## src/rtl/uart_cmd_pkg.sv

```systemverilog
// Shared types and constants for the robot-side UART command wrapper.
package uart_cmd_pkg;

    typedef enum logic {
        RX_IDLE,
        RX_WAIT_LOW
    } rx_state_t;

    typedef enum logic [1:0] {
        TX_IDLE,
        TX_LOAD,
        TX_BUSY
    } tx_state_t;

    localparam logic [7:0] RESP_ACK = 8'hA5;
    localparam logic [7:0] RESP_NAK = 8'h5A;

endpackage

```

## src/rtl/uart_cmd_wrapper_if.sv

```systemverilog
// Byte-level UART, command and response signals between the wrapper and its neighbours.
interface uart_cmd_wrapper_if;

    logic        rx_rdy;
    logic [7:0]  rx_data;
    logic        clr_rx_rdy;
    logic        trmt;
    logic [7:0]  tx_data;
    logic        tx_done;
    logic [15:0] cmd;
    logic        cmd_rdy;
    logic        clr_cmd_rdy;
    logic [7:0]  resp;
    logic        send_resp;
    logic        resp_sent;
    logic        tx_busy;
    logic        frame_err;

    // Wrapper side
    modport slave (
        input  rx_rdy, rx_data, tx_done, clr_cmd_rdy, resp, send_resp,
        output clr_rx_rdy, trmt, tx_data, cmd, cmd_rdy, resp_sent, tx_busy, frame_err
    );

    // UART / command processor side
    modport master (
        output rx_rdy, rx_data, tx_done, clr_cmd_rdy, resp, send_resp,
        input  clr_rx_rdy, trmt, tx_data, cmd, cmd_rdy, resp_sent, tx_busy, frame_err
    );

endinterface

```

## src/rtl/uart_cmd_gap_timer.sv

```systemverilog
// Inter-byte gap timer: restarts on start, counts while run, flags the last allowed cycle.
module uart_cmd_gap_timer #(
    parameter int unsigned GAP_TIMEOUT = 1_000_000,
    parameter int unsigned GAP_CNT_W   = (GAP_TIMEOUT > 0) ? $clog2(GAP_TIMEOUT + 1) : 1
) (
    input  logic clk,
    input  logic rst,
    input  logic start,
    input  logic run,
    output logic expired
);

    generate
        if (GAP_TIMEOUT == 0) begin : g_off
            assign expired = 1'b0;
        end else begin : g_on
            localparam logic [GAP_CNT_W-1:0] LAST = GAP_CNT_W'(GAP_TIMEOUT - 1);
            localparam logic [GAP_CNT_W-1:0] SAT  = GAP_CNT_W'(GAP_TIMEOUT);

            logic [GAP_CNT_W-1:0] cnt;

            // Saturates at GAP_TIMEOUT so a stalled count can never wrap back into range
            always_ff @(posedge clk) begin
                if (rst) begin
                    cnt <= '0;
                end else if (start) begin
                    cnt <= '0;
                end else if (run && (cnt != SAT)) begin
                    cnt <= cnt + 1'b1;
                end
            end

            assign expired = run && (cnt == LAST);
        end
    endgenerate

endmodule

```

## src/rtl/uart_cmd_wrapper.sv

```systemverilog
// Pairs two received UART bytes into a 16-bit command and sends single-byte responses.
module uart_cmd_wrapper
    import uart_cmd_pkg::*;
#(
    parameter int unsigned GAP_TIMEOUT = 1_000_000,
    parameter int unsigned GAP_CNT_W   = (GAP_TIMEOUT > 0) ? $clog2(GAP_TIMEOUT + 1) : 1
) (
    input  logic                clk,
    input  logic                rst,
    uart_cmd_wrapper_if.slave   bus
);

    rx_state_t  rx_state;
    tx_state_t  tx_state;
    logic [7:0] high_byte;
    logic       gap_start;
    logic       gap_run;
    logic       gap_expired;

    assign gap_start = (rx_state == RX_IDLE) && bus.rx_rdy;
    assign gap_run   = (rx_state == RX_WAIT_LOW);

    assign bus.clr_rx_rdy = bus.rx_rdy && !rst;

    uart_cmd_gap_timer #(
        .GAP_TIMEOUT (GAP_TIMEOUT),
        .GAP_CNT_W   (GAP_CNT_W)
    ) u_gap_timer (
        .clk     (clk),
        .rst     (rst),
        .start   (gap_start),
        .run     (gap_run),
        .expired (gap_expired)
    );

    // Receive path; a completing low byte overrides clr_cmd_rdy in the same cycle
    always_ff @(posedge clk) begin
        if (rst) begin
            rx_state      <= RX_IDLE;
            high_byte     <= '0;
            bus.cmd       <= '0;
            bus.cmd_rdy   <= 1'b0;
            bus.frame_err <= 1'b0;
        end else begin
            bus.frame_err <= 1'b0;
            if (bus.clr_cmd_rdy) begin
                bus.cmd_rdy <= 1'b0;
            end
            case (rx_state)
                RX_IDLE: begin
                    if (bus.rx_rdy) begin
                        high_byte   <= bus.rx_data;
                        bus.cmd_rdy <= 1'b0;
                        rx_state    <= RX_WAIT_LOW;
                    end
                end
                RX_WAIT_LOW: begin
                    if (bus.rx_rdy) begin
                        bus.cmd     <= {high_byte, bus.rx_data};
                        bus.cmd_rdy <= 1'b1;
                        rx_state    <= RX_IDLE;
                    end else if (gap_expired) begin
                        bus.frame_err <= 1'b1;
                        rx_state      <= RX_IDLE;
                    end
                end
                default: rx_state <= RX_IDLE;
            endcase
        end
    end

    // Transmit path; trmt and tx_busy are set on entry to TX_LOAD so they line up with it
    always_ff @(posedge clk) begin
        if (rst) begin
            tx_state      <= TX_IDLE;
            bus.tx_data   <= '0;
            bus.trmt      <= 1'b0;
            bus.tx_busy   <= 1'b0;
            bus.resp_sent <= 1'b0;
        end else begin
            bus.trmt <= 1'b0;
            case (tx_state)
                TX_IDLE: begin
                    if (bus.send_resp) begin
                        bus.tx_data   <= bus.resp;
                        bus.resp_sent <= 1'b0;
                        bus.trmt      <= 1'b1;
                        bus.tx_busy   <= 1'b1;
                        tx_state      <= TX_LOAD;
                    end
                end
                TX_LOAD: begin
                    tx_state <= TX_BUSY;
                end
                TX_BUSY: begin
                    if (bus.tx_done) begin
                        bus.resp_sent <= 1'b1;
                        bus.tx_busy   <= 1'b0;
                        tx_state      <= TX_IDLE;
                    end
                end
                default: begin
                    bus.tx_busy <= 1'b0;
                    tx_state    <= TX_IDLE;
                end
            endcase
        end
    end

endmodule

```

## src/flat_wrapper.sv

```systemverilog
// flat-port wrapper written by rule: the top's interface ports become plain ports
module uart_cmd_wrapper_flat import uart_cmd_pkg::*;
#(
    parameter int unsigned GAP_TIMEOUT = 1_000_000,
    parameter int unsigned GAP_CNT_W   = (GAP_TIMEOUT > 0) ? $clog2(GAP_TIMEOUT + 1) : 1
)
  (clk, rst, bus_rx_rdy, bus_rx_data, bus_tx_done, bus_clr_cmd_rdy, bus_resp, bus_send_resp, bus_clr_rx_rdy, bus_trmt, bus_tx_data, bus_cmd, bus_cmd_rdy, bus_resp_sent, bus_tx_busy, bus_frame_err);
  uart_cmd_wrapper_if bus_i ();
  input  logic clk;
  input  logic rst;
  input wire logic [$bits(bus_i.rx_rdy)-1:0] bus_rx_rdy;
  input wire logic [$bits(bus_i.rx_data)-1:0] bus_rx_data;
  input wire logic [$bits(bus_i.tx_done)-1:0] bus_tx_done;
  input wire logic [$bits(bus_i.clr_cmd_rdy)-1:0] bus_clr_cmd_rdy;
  input wire logic [$bits(bus_i.resp)-1:0] bus_resp;
  input wire logic [$bits(bus_i.send_resp)-1:0] bus_send_resp;
  output wire logic [$bits(bus_i.clr_rx_rdy)-1:0] bus_clr_rx_rdy;
  output wire logic [$bits(bus_i.trmt)-1:0] bus_trmt;
  output wire logic [$bits(bus_i.tx_data)-1:0] bus_tx_data;
  output wire logic [$bits(bus_i.cmd)-1:0] bus_cmd;
  output wire logic [$bits(bus_i.cmd_rdy)-1:0] bus_cmd_rdy;
  output wire logic [$bits(bus_i.resp_sent)-1:0] bus_resp_sent;
  output wire logic [$bits(bus_i.tx_busy)-1:0] bus_tx_busy;
  output wire logic [$bits(bus_i.frame_err)-1:0] bus_frame_err;
  assign bus_i.rx_rdy = bus_rx_rdy;
  assign bus_i.rx_data = bus_rx_data;
  assign bus_i.tx_done = bus_tx_done;
  assign bus_i.clr_cmd_rdy = bus_clr_cmd_rdy;
  assign bus_i.resp = bus_resp;
  assign bus_i.send_resp = bus_send_resp;
  assign bus_clr_rx_rdy = bus_i.clr_rx_rdy;
  assign bus_trmt = bus_i.trmt;
  assign bus_tx_data = bus_i.tx_data;
  assign bus_cmd = bus_i.cmd;
  assign bus_cmd_rdy = bus_i.cmd_rdy;
  assign bus_resp_sent = bus_i.resp_sent;
  assign bus_tx_busy = bus_i.tx_busy;
  assign bus_frame_err = bus_i.frame_err;
  uart_cmd_wrapper #(.GAP_TIMEOUT(GAP_TIMEOUT), .GAP_CNT_W(GAP_CNT_W)) u_core (.clk(clk), .rst(rst), .bus(bus_i));
endmodule
```

## config.mk

```make
export PLATFORM = sky130hd
export DESIGN_NAME = uart_cmd_wrapper_flat
export DESIGN_NICKNAME = d
export VERILOG_FILES = /design/src/rtl/uart_cmd_pkg.sv /design/src/rtl/uart_cmd_wrapper_if.sv /design/src/rtl/uart_cmd_gap_timer.sv /design/src/rtl/uart_cmd_wrapper.sv /design/src/flat_wrapper.sv
export SDC_FILE = /design/constraint.sdc
export NUM_CORES = 1
export LEC_CHECK = 0
export ABC_AREA = 1
export BUFFER_PORTS_ARGS = -buffer_cell sky130_fd_sc_hd__buf_2
export CAP_MARGIN = 40
export CORE_MARGIN = 4
export CORE_UTILIZATION = 60
export CTS_BUF_LIST = sky130_fd_sc_hd__clkbuf_2 sky130_fd_sc_hd__clkbuf_4 sky130_fd_sc_hd__clkbuf_8
export CTS_CLUSTER_DIAMETER = 150
export DETAILED_ROUTE_END_ITERATION = 12
export PLACE_DENSITY = 0.95
export SLEW_MARGIN = 20
export SYNTH_ARGS = -nofsm -noshare
export SYNTH_HDL_FRONTEND = slang
export SYNTH_HIERARCHICAL = 1
export SYNTH_SLANG_ARGS = --single-unit
export TNS_END_PERCENT = 5
```

## constraint.sdc

```tcl
create_clock -name clk -period 2.9 [get_ports clk]
set_clock_uncertainty 0.2 [all_clocks]
set_input_delay 0.145 -clock clk [delete_from_list [all_inputs] [get_ports clk]]
set_output_delay 0.145 -clock clk [all_outputs]
set_load 0.02 [all_outputs]
```

==> flow_summary.ini <==
[run_status]
outcome = finished clean

[timing]
finalHoldViolCount = 0
tightest_slew_ns = 0.597
min_period_ns = 2.28
setup_viol_count_final = 0
finalMaxSlewViolations = 0
slew_headroom = 0.602
fin_setup_tns_ns = 0
post-route-period-util = 0.786
rsz0062_at_grt = false
max_freq_ghz = 0.439

[layout]
num-fill-cells = 242
drive_gt1_frac = 0.190
mostFrequentLayoutCells = 82 x nand2_1, 80 x nor2_1, 60 x dfxtp_1, 51 x buf_2
layout_commonest_cell = nand2_1
num_antenna_cells = 0
areaGrowthSynthToFinish_pct = 28.0
regArea_um2 = 1200
final_cell_area_um2 = 3510
multiInputGateArea_um2 = 1320
final_nets = 492

[cts]
htreeDepth = 3
clk_latency_ns = 0.36
cts_hold_buf = 32
clkSinkCount = 60
cts_tree = built
root_buffer = clkbuf_8
clkTransAtPathRegs_ns = 0.09
cts_setup_buffers = 0
numCtsBuffers = 9
post_cts_resized = 0
clockBufferDepth = 2

[power_and_ir_drop]
ir_drop_mv = 0.474
power.leakage_nw = 1.51
powerDensity_nw_per_um2 = 542

[grt]
grt_max_degree = 25
antenna_found_initial = 0
grtUsageTotal = 0.333
overflow = 0
grt_pass1_wl_um = 14000
grt_pass1_vias = 2877

[synth]
synthDominantCellAreaShare = 0.438
ys_seq_elements = 60
synthTopCellsByArea = dfxtp_1 44%, nand2_1 11%, nor2_1 11%
synth_nets = 408
synth_area_leader_cell = dfxtp_1
synth-main-ff-cell = dfxtp_1
synth-async-reset-ratio = 0
synth_cell_types = 26
syn_area_per_cell_um2 = 7.14
yosysWarningCount = 6
syn-cell-area_um2 = 2740
ys_seq_area_frac = 0.438
syn_inst = 384
synth_edf_count = 0

[floorplan]
pin_count = 52
num_rows = 24
initial_core_util = 0.625
die_w_um = 75.6
die_area_um2 = 5710
core_um2 = 4380
dieHeight_um = 75.6

[critical_path]
ff2ff_path_depth = 7
start_kind = input port
crit_fanout = 19
worstSetupPathType = input port to register
worstPathRequired_ns = 3.02
cp-end-kind = register
critPathArrivalTime_ns = 2.39

[placement]
numPortBuffers = 51
hpwl_um = 4300
place_area_um2 = 2990
gp_congestion = 0.874

[routing]
first_pass_iters = 5
routed_wl_um = 8850
vias_per_cell = 5.88
drt-wirelength-per-cell_um = 16.9
vias = 3086
drc_errors = 0
ant_nets = 0
first_iter_violations = 493

[run]
cap_violations = 0

[min_path]
holdCritPathClass = register to register
hold_depth = 2
==> cells in the mapped netlist, types with 3 or more instances <==
cell type	number
nand2_1	82
nor2_1	80
dfxtp_1	60
inv_1	32
nand3_1	23
o21ai_0	22
a21oi_1	17
nand4_1	14
nor2_2	10
buf_2	6
o21ai_1	5
xor2_1	5
buf_6	4
xnor2_1	4
inv_2	3
nand3_2	3
==> critical path, stage by stage <==
cell and delay (ns):
dlygate4sd3_1 0.54, buf_2 0.18, inv_1 0.46, nand4_1 0.29, dlygate4sd3_1 0.69, nand2_1 0.09
==> layer usage <==
metal / wire, µm / track usage
met5: 0 / 0
met4: 524 / 0.202
met3: 822 / 0.0910
met2: 4370 / 0.546
met1: 3130 / 0.388
==> cell families after synthesis <==
kind of cell               share of synthesized area
buffers and inverters                         0.0822
xor gates and xnor gates                      0.0288
and+or+nand+nor                                0.356
DFF                                            0.438
AOI/OAI and AO/OA                             0.0858
adders and majority gates                    0.00913
==> sequential cells by signal (all words and copies together) (netlist names) <==
| register | cells |
|---|---|
| u_core/u_gap_timer/g_on.cnt | 20 |
| u_core/bus.cmd | 16 |
| u_core/bus.tx_data | 8 |
| u_core/high_byte | 8 |
| u_core/tx_state | 2 |
| u_core/bus.cmd_rdy | 1 |
| u_core/bus.frame_err | 1 |
| u_core/bus.resp_sent | 1 |
| u_core/bus.trmt | 1 |
| u_core/bus.tx_busy | 1 |
| u_core/gap_run | 1 |
==> path summary, 6_finish.rpt <==
kind | startpoint | endpoint | slack [ns]
setup / recovery | rst | u_core/bus.tx_data[5] | 0.62
hold / removal | u_core/bus.resp_sent | u_core/bus.resp_sent | 0.25
setup reg to reg | u_core/gap_run | u_core/u_gap_timer/g_on.cnt[10] | 0.82
hold reg to reg | u_core/bus.resp_sent | u_core/bus.resp_sent | 0.25
==> area by class of cell <==
type                    count  share of cell area
clock inverters             7              0.0214
clock buffers               9              0.0353
inverters                  35              0.0374
repair buffers             85               0.170
flip-flops and latches     60               0.342
well taps                  52              0.0185
multi-input cells         277               0.375
==> where the power goes <==
| group | total, W | internal, W | switching, W |
|---|---|---|---|
| combinational | 0.000236 | 0.0000872 | 0.000149 |
| clock | 0.000779 | 0.000401 | 0.000379 |
| sequential | 0.000888 | 0.000861 | 0.0000271 |
==> through the flow <==
step / setup slack, ns / std cells / util / power [W] / hold slack [ns]
finish: 0.622 / 525 / 0.801 / 0.00190 / 0.251
global route: 0.577 / 525 / 0.801 / 0.00196 / 0.276
CTS: 0.770 / 525 / 0.801 / 0.00187 / 0.258
detailed placement: 0.906 / 477 / 0.682 / 0.00109 / 0.195
global placement: 0.993 / 476 / 0.679 / 0.00108 / 0.189
floorplan: 1.06 / 384 / - / 0.00103 / 0.0141
No activity file was read; power rests on OpenSTA's default activity.
